**src/rtl/sp_weight_compressor_pkg.sv**
```systemverilog
// Shared constants and helpers for the 2:4 sparse weight path.
// The index-field helpers are also used by the activation-mux select decode.
package sp_weight_compressor_pkg;

    localparam int ELEM_W     = 8;
    localparam int GROUP_SIZE = 4;
    localparam int KEEP       = 2;
    localparam int IDX_W      = 2;

    localparam int MAG_W      = ELEM_W + 1;               // |w| needs 9 bits so |-128| = 128
    localparam int BEAT_ELEMS = 2 * GROUP_SIZE;
    localparam int BEAT_W     = BEAT_ELEMS * ELEM_W;      // dense beat width
    localparam int GRP_W      = GROUP_SIZE * ELEM_W;      // one dense group
    localparam int GMAG_W     = GROUP_SIZE * MAG_W;       // magnitudes of one group
    localparam int WG_W       = 2 * KEEP * ELEM_W;        // compressed beat width
    localparam int IDXB_W     = 2 * KEEP * IDX_W;         // select-index bus width
    localparam int PR_W       = 3;                        // pruned-per-beat count, 0..4

    // Magnitude of a signed element, widened by one bit.
    function automatic logic [MAG_W-1:0] elem_mag(input logic [ELEM_W-1:0] e);
        if (e[ELEM_W-1]) begin
            elem_mag = {1'b0, ~e} + 9'd1;
        end else begin
            elem_mag = {1'b0, e};
        end
    endfunction

    // Pick one element of a dense group by its in-group position.
    function automatic logic [ELEM_W-1:0] pick_elem(input logic [GRP_W-1:0] grp,
                                                   input logic [IDX_W-1:0] pos);
        pick_elem = grp[int'(pos) * ELEM_W +: ELEM_W];
    endfunction

    // Pack four kept-element positions into the select-index bus (k0 in the LSBs).
    function automatic logic [IDXB_W-1:0] idx_pack(input logic [IDX_W-1:0] p0,
                                                  input logic [IDX_W-1:0] p1,
                                                  input logic [IDX_W-1:0] p2,
                                                  input logic [IDX_W-1:0] p3);
        idx_pack = {p3, p2, p1, p0};
    endfunction

    // Extract the position field of kept element j from the select-index bus.
    function automatic logic [IDX_W-1:0] idx_field(input logic [IDXB_W-1:0] idx,
                                                  input logic [1:0]        j);
        idx_field = idx[int'(j) * IDX_W +: IDX_W];
    endfunction

endpackage

```
**src/rtl/sp_top2_select.sv**
```systemverilog
// Combinational top-2 picker for one group of four magnitudes.
// An element is outranked by every element with a larger magnitude, and by
// equal-magnitude elements at a lower position; the two least-outranked are kept.
// Zero-magnitude elements fall out naturally: an all-zero group keeps 0,1 and a
// single non-zero element pairs with the lowest-index zero.
module sp_top2_select
    import sp_weight_compressor_pkg::*;
(
    input  logic [GMAG_W-1:0] mag_i,
    output logic [IDX_W-1:0]  pos_lo_o,
    output logic [IDX_W-1:0]  pos_hi_o,
    output logic [PR_W-1:0]   pruned_o
);

    logic [MAG_W-1:0]      mag_s  [GROUP_SIZE];
    logic [2:0]            rank_s [GROUP_SIZE];
    logic [GROUP_SIZE-1:0] keep_s;

    // Unpack the magnitude bus into per-element values.
    always_comb begin
        for (int i = 0; i < GROUP_SIZE; i++) begin
            mag_s[i] = mag_i[i*MAG_W +: MAG_W];
        end
    end

    // Rank each element by how many others beat it, and keep the top KEEP.
    always_comb begin
        for (int i = 0; i < GROUP_SIZE; i++) begin
            rank_s[i] = 3'd0;
            for (int j = 0; j < GROUP_SIZE; j++) begin
                if ((j != i) && ((mag_s[j] > mag_s[i]) || ((mag_s[j] == mag_s[i]) && (j < i)))) begin
                    rank_s[i] = rank_s[i] + 3'd1;
                end else begin
                    rank_s[i] = rank_s[i];
                end
            end
            keep_s[i] = (rank_s[i] < 3'(KEEP));
        end
    end

    // Emit the kept positions in ascending order and count discarded non-zeros.
    always_comb begin
        pos_lo_o = {IDX_W{1'b0}};
        pos_hi_o = {IDX_W{1'b0}};
        pruned_o = {PR_W{1'b0}};
        for (int i = 0; i < GROUP_SIZE; i++) begin
            if (keep_s[i]) begin
                pos_hi_o = IDX_W'(i);
            end else begin
                pos_hi_o = pos_hi_o;
            end
        end
        for (int i = GROUP_SIZE - 1; i >= 0; i--) begin
            if (keep_s[i]) begin
                pos_lo_o = IDX_W'(i);
            end else begin
                pos_lo_o = pos_lo_o;
            end
        end
        for (int i = 0; i < GROUP_SIZE; i++) begin
            if (!keep_s[i] && (mag_s[i] != {MAG_W{1'b0}})) begin
                pruned_o = pruned_o + 3'd1;
            end else begin
                pruned_o = pruned_o;
            end
        end
    end

endmodule

```
**src/rtl/sp_weight_compressor.sv**
```systemverilog
// Dense int8 weight rows in, 2:4 structured-sparse weights plus select index out.
// S1 holds the beat and its magnitudes, S2 holds the compressed result and
// drives the outputs directly. A saturating counter tracks pruned non-zeros.
module sp_weight_compressor
    import sp_weight_compressor_pkg::*;
#(
    parameter int CNT_W = 16
) (
    input  logic              clk,
    input  logic              rst,
    input  logic              in_valid,
    output logic              in_ready,
    input  logic [BEAT_W-1:0] in_weights,
    output logic              out_valid,
    input  logic              out_ready,
    output logic [WG_W-1:0]   weight_group,
    output logic [IDXB_W-1:0] weight_idx,
    input  logic              clr_cnt,
    output logic [CNT_W-1:0]  pruned_cnt
);

    localparam int               SUM_W   = CNT_W + 1;
    localparam logic [SUM_W-1:0] CNT_MAX = {1'b0, {CNT_W{1'b1}}};

    logic                          s1_valid_q, s1_valid_d;
    logic [BEAT_W-1:0]             s1_w_q, s1_w_d;
    logic [BEAT_ELEMS*MAG_W-1:0]   s1_mag_q, s1_mag_d, mag_s;
    logic                          s2_valid_q, s2_valid_d;
    logic [WG_W-1:0]               s2_wg_q, s2_wg_d;
    logic [IDXB_W-1:0]             s2_idx_q, s2_idx_d;
    logic [PR_W-1:0]               s2_pr_q, s2_pr_d;
    logic [CNT_W-1:0]              cnt_q, cnt_d;
    logic [SUM_W-1:0]              cnt_sum_s;

    logic                          s1_adv_s, s2_adv_s, out_xfer_s;
    logic [GRP_W-1:0]              grp_a_s, grp_b_s;
    logic [IDX_W-1:0]              a_lo_s, a_hi_s, b_lo_s, b_hi_s;
    logic [PR_W-1:0]               a_pr_s, b_pr_s;

    // Stage advance depends only on stage valids and out_ready, never on in_valid.
    assign s2_adv_s   = !s2_valid_q || out_ready;
    assign s1_adv_s   = !s1_valid_q || s2_adv_s;
    assign out_xfer_s = s2_valid_q && out_ready;
    assign in_ready   = s1_adv_s;

    assign grp_a_s = s1_w_q[GRP_W-1:0];
    assign grp_b_s = s1_w_q[BEAT_W-1:GRP_W];

    sp_top2_select u_sel_a (
        .mag_i    (s1_mag_q[GMAG_W-1:0]),
        .pos_lo_o (a_lo_s),
        .pos_hi_o (a_hi_s),
        .pruned_o (a_pr_s)
    );

    sp_top2_select u_sel_b (
        .mag_i    (s1_mag_q[2*GMAG_W-1:GMAG_W]),
        .pos_lo_o (b_lo_s),
        .pos_hi_o (b_hi_s),
        .pruned_o (b_pr_s)
    );

    // Magnitudes of the incoming beat, captured into S1 alongside the raw weights.
    always_comb begin
        mag_s = {(BEAT_ELEMS*MAG_W){1'b0}};
        for (int i = 0; i < BEAT_ELEMS; i++) begin
            mag_s[i*MAG_W +: MAG_W] = elem_mag(in_weights[i*ELEM_W +: ELEM_W]);
        end
    end

    // Next state of both pipeline stages; S2 data only changes when a real beat moves in.
    always_comb begin
        s1_valid_d = s1_valid_q;
        s1_w_d     = s1_w_q;
        s1_mag_d   = s1_mag_q;
        s2_valid_d = s2_valid_q;
        s2_wg_d    = s2_wg_q;
        s2_idx_d   = s2_idx_q;
        s2_pr_d    = s2_pr_q;
        if (s1_adv_s) begin
            s1_valid_d = in_valid;
            s1_w_d     = in_weights;
            s1_mag_d   = mag_s;
        end else begin
            s1_valid_d = s1_valid_q;
        end
        if (s2_adv_s) begin
            s2_valid_d = s1_valid_q;
            if (s1_valid_q) begin
                s2_wg_d  = {pick_elem(grp_b_s, b_hi_s), pick_elem(grp_b_s, b_lo_s),
                            pick_elem(grp_a_s, a_hi_s), pick_elem(grp_a_s, a_lo_s)};
                s2_idx_d = idx_pack(a_lo_s, a_hi_s, b_lo_s, b_hi_s);
                s2_pr_d  = a_pr_s + b_pr_s;
            end else begin
                s2_pr_d  = s2_pr_q;
            end
        end else begin
            s2_valid_d = s2_valid_q;
        end
    end

    // Saturating pruned-non-zero counter; clear wins over a same-cycle increment.
    always_comb begin
        cnt_sum_s = {1'b0, cnt_q} + SUM_W'(s2_pr_q);
        cnt_d     = cnt_q;
        if (clr_cnt) begin
            cnt_d = {CNT_W{1'b0}};
        end else if (out_xfer_s) begin
            if (cnt_sum_s > CNT_MAX) begin
                cnt_d = CNT_MAX[CNT_W-1:0];
            end else begin
                cnt_d = cnt_sum_s[CNT_W-1:0];
            end
        end else begin
            cnt_d = cnt_q;
        end
    end

    // State registers with synchronous reset that drops every in-flight beat.
    always_ff @(posedge clk) begin
        if (rst) begin
            s1_valid_q <= 1'b0;
            s1_w_q     <= {BEAT_W{1'b0}};
            s1_mag_q   <= {(BEAT_ELEMS*MAG_W){1'b0}};
            s2_valid_q <= 1'b0;
            s2_wg_q    <= {WG_W{1'b0}};
            s2_idx_q   <= {IDXB_W{1'b0}};
            s2_pr_q    <= {PR_W{1'b0}};
            cnt_q      <= {CNT_W{1'b0}};
        end else begin
            s1_valid_q <= s1_valid_d;
            s1_w_q     <= s1_w_d;
            s1_mag_q   <= s1_mag_d;
            s2_valid_q <= s2_valid_d;
            s2_wg_q    <= s2_wg_d;
            s2_idx_q   <= s2_idx_d;
            s2_pr_q    <= s2_pr_d;
            cnt_q      <= cnt_d;
        end
    end

    assign out_valid    = s2_valid_q;
    assign weight_group = s2_wg_q;
    assign weight_idx   = s2_idx_q;
    assign pruned_cnt   = cnt_q;

endmodule

```
**config.mk**
```make
export PLATFORM = sky130hd
export DESIGN_NAME = sp_weight_compressor
export DESIGN_NICKNAME = d
export VERILOG_FILES = /design/src/rtl/sp_weight_compressor_pkg.sv /design/src/rtl/sp_top2_select.sv /design/src/rtl/sp_weight_compressor.sv
export SDC_FILE = /design/constraint.sdc
export NUM_CORES = 1
export LEC_CHECK = 0
export ABC_AREA = 1
export BUFFER_PORTS_ARGS = -buffer_cell sky130_fd_sc_hd__buf_2
export CORE_UTILIZATION = 60
export CTS_BUF_LIST = sky130_fd_sc_hd__clkbuf_8
export CTS_CLUSTER_SIZE = 8
export DETAILED_ROUTE_END_ITERATION = 8
export PLACE_DENSITY = 0.85
export SLEW_MARGIN = 20
export SYNTH_ARGS = -nofsm -noshare
export SYNTH_HDL_FRONTEND = slang
export SYNTH_SLANG_ARGS = --single-unit
```
**constraint.sdc**
```tcl
create_clock -name clk -period 11.8 [get_ports clk]
set_input_delay 2.36 -clock clk [delete_from_list [all_inputs] [get_ports clk]]
set_output_delay 2.36 -clock clk [all_outputs]
set_load 0.005 [all_outputs]
```
==> flow_metrics.tcl <==
set metrics [dict create \
    drt_iter0_markers 1234 \
    crit_top_cell "buf_2" \
    worst_setup_path_end_kind "primary output" \
    status "finished, final reports clean" \
    via_count 12800 \
    die_h_um 148 \
    yosysTopAreaCell "dfxtp_1" \
    grt_pass1_vias 11500 \
    dieArea_sq_um 21900 \
    synth_warnings 0 \
    io_pins 127 \
    async_flop_share_pct 0 \
    yosysMostFrequentCell "nand2_1" \
    die_x_um 148 \
    syn_to_final_growth_pct 8.82 \
    critPathKind "in -> out" \
    postCtsSetupBuffers 0 \
    htreeDepth 4 \
    wire_per_inst_um 16.8 \
    cp_slowest_cell "inv_4" \
    cp_max_fo 65 \
    setup_viol 0 \
    synth_top_area_share_pct 29.6 \
    synthDistinctLibCells 48 \
    max_cap_violations 0 \
    ff_latch_area_sq_um 3780 \
    layout.cells.non_filler 2213 \
    dp_hpwl_um 27800 \
    drcViolationCount 0 \
    rsz0062_at_grt "no" \
    crit_family "buffers and inverters" \
    power_mw 2.01 \
    dr.pass1.iters 6 \
    synth_area_leaders "dfxtp_1 30%, ha_1 14%, nand2_1 11%" \
    cts_root_buf "clkbuf_8" \
    hold_buffers 0 \
    overflow 0 \
    fin_tns_setup_ps 0 \
    clk_path_buf_depth 2 \
    cp_data_required_time_ps 9440 \
    cts_resized 0 \
    cts_tree "done" \
    layout-drive-gt1-share_pct 11.4 \
    holdPathEnd "s1_w_q[44]$_SDFFE_PP0P_" \
    reg2reg_depth 27 \
    grt_first_pass_wirelength_um 58800 \
    synth_edf_count 0 \
    cts_buffers 17 \
    r2r_start "s1_mag_q[56]$_SDFFE_PP0P_" \
    finalHoldViolCount 0 \
    start_util_pct 62.1 \
    antenna_found_initial 0 \
    slew_violations 0 \
    cts_sinks 189 \
    fmax_mhz 175 \
    syn-instance-count 1851 \
    postSynthAreaPerCell_sq_um 6.89 \
    fin_worst_skew_ps 21.2 \
    nets 2140 \
    vias_per_cell 5.78 \
    start_kind "input pin" \
    port_buffers 126 \
    synth_commonest_cells "372 x nand2_1, 286 x inv_1, 189 x dfxtp_1, 161 x a21oi_1, 139 x ha_1" \
    fp-row-count 52 \
    dpl-instance-area_sq_um 13500 \
    hold_class "reg -> reg" \
    multi_input_area_sq_um 7560 \
    fillerInstances 1855 \
    dpl.cell_count 2181 \
    r2r-end "s2_pr_q[2]$_SDFFE_PP0P_" \
    fin_area_sq_um 13900 \
    hold_depth 2 \
    synthFlopType "dfxtp_1" \
    critPathArrivalTime_ps 3360 \
    ant_nets 0 \
    ys_ff_latch 189 \
    vdd_drop_max_v 0.0000890 \
    routabilityCongestion 0.964 \
    grt_max_degree 99 \
    synth_nets 2061 \
    post-route-period-util_pct 48.4 \
    power.density_nw_per_um2 145 \
    critPathMaxStageDelay_ps 420 \
    syn_area_sq_um 12800 \
    timing.final.crit_period_ps 5720 \
    timing.slew.headroom_pct 29.7 \
    core_region_area_sq_um 20600 \
    reg2reg_slack_ps 6830 \
    finalWirelength_um 37100 \
    path_buf_inv 4 \
    min-delay-start "s1_w_q[44]$_SDFFE_PP0P_" \
    p_leak_nw 7.22 \
    grt_use_total_pct 34.2 \
    ys_seq_area_share_pct 29.6 \
    crit_path_cell_trace "buf_2, inv_1, nand2_1, nor2_4, inv_4, buf_2" \
    worst_slew_pin_slew_ps 1050 \
    clk_latency_ps 480 \
    num_antenna_cells 0 \
    path_clk_slew_ps 100 \
]
[final cells by class]
cell class                      instances  share of cell area (%)
Multi-Input combinational cell       1300                    54.5
Sequential cell                       189                    27.2
Inverter                              291                    7.90
Timing Repair Buffer                  131                    4.81
Tap cell                              270                    2.43
Clock buffer                           18                    1.78
Clock inverter                         14                    1.36
[per-stage QoR]
step / hold WS [ps] / setup WS [ps] / util, %
after floorplan: 438 / 6210 / -
after global placement: 448 / 6130 / 65.4
after detailed placement: 456 / 6120 / 65.4
after CTS: 470 / 6110 / 67.6
after global routing: 490 / 6000 / 67.6
final: 474 / 6080 / 67.6
[sequential cells by signal, indices dropped and copies added (netlist names)]
name / flops
s1_valid_q: 1
s2_pr_q: 3
s1_mag_q: 64
s1_w_q: 64
out_valid: 1
pruned_cnt: 16
weight_idx: 8
weight_group: 32
[cells by family (layout without fill, tap and decap cells)]
| logic type | count (synthesis) | in the layout | synth area share, % |
|---|---|---|---|
| AOI/OAI and AO/OA | 381 | 381 | 16.7 |
| buffers and inverters | 362 | 454 | 11.1 |
| and+or+nand+nor | 749 | 749 | 26.5 |
| DFF | 189 | 189 | 29.6 |
| muxes | 2 | 2 | 0.176 |
| xor gates and xnor gates | 27 | 27 | 1.85 |
| adders and majority gates | 141 | 141 | 13.9 |
[worst reg2reg max path: cells and delay by family (launching register included)]
| kind | cells | cell delay [ps] |
|---|---|---|
| multiplexers | 1 | 280 |
| XOR/XNOR | 1 | 250 |
| buffers and inverters | 4 | 400 |
| flip-flops | 1 | 370 |
| AO/OA/AOI/OAI | 6 | 1270 |
| AND/OR/NAND/NOR | 10 | 820 |
| adder cells (fa/ha/maj) | 5 | 1460 |
[report_power, final]
| part | leakage (nW) | switching (mW) | total [mW] | internal (mW) |
|---|---|---|---|---|
| sequential | 1.56 | 0.0403 | 0.724 | 0.683 |
| combinational | 5.45 | 0.536 | 0.816 | 0.279 |
| clock | 0.212 | 0.281 | 0.470 | 0.189 |
[worst max-delay path by stage]
stage | from | endpoint | cells past startpoint
after floorplan | out_ready | in_ready | 6
after global placement | out_ready | in_ready | 6
after global routing | out_ready | in_ready | 6
after CTS | out_ready | in_ready | 6
final | out_ready | in_ready | 6
after detailed placement | out_ready | in_ready | 6
[cell usage in the layout, fill, tap and decap left out, types with 8 or more instances in the layout]
cell	Yosys	final
inv_1	286	285
nand3_1	112	112
a21oi_1	161	161
nand2_4	8	8
a31oi_1	13	13
o21ai_1	9	9
dfxtp_1	189	189
buf_2	4	126
nand4_1	19	19
or2_2	16	16
o31ai_1	8	8
nor4_1	13	13
xor2_1	20	20
ha_1	139	139
nor3_1	40	40
nand3b_1	17	17
clkbuf_8	0	18
o21ai_0	130	130
nor2_1	124	123
o221ai_1	31	31
nand2_1	372	372
[metal layers]
metal  share of wire (%)  GRT usage [%]
met1                  45           47.9
met2                  44           53.8
met3                 9.2           5.56
met4                 2.1           10.3
met5                   0              0
(Power assumes the default switching activity.)
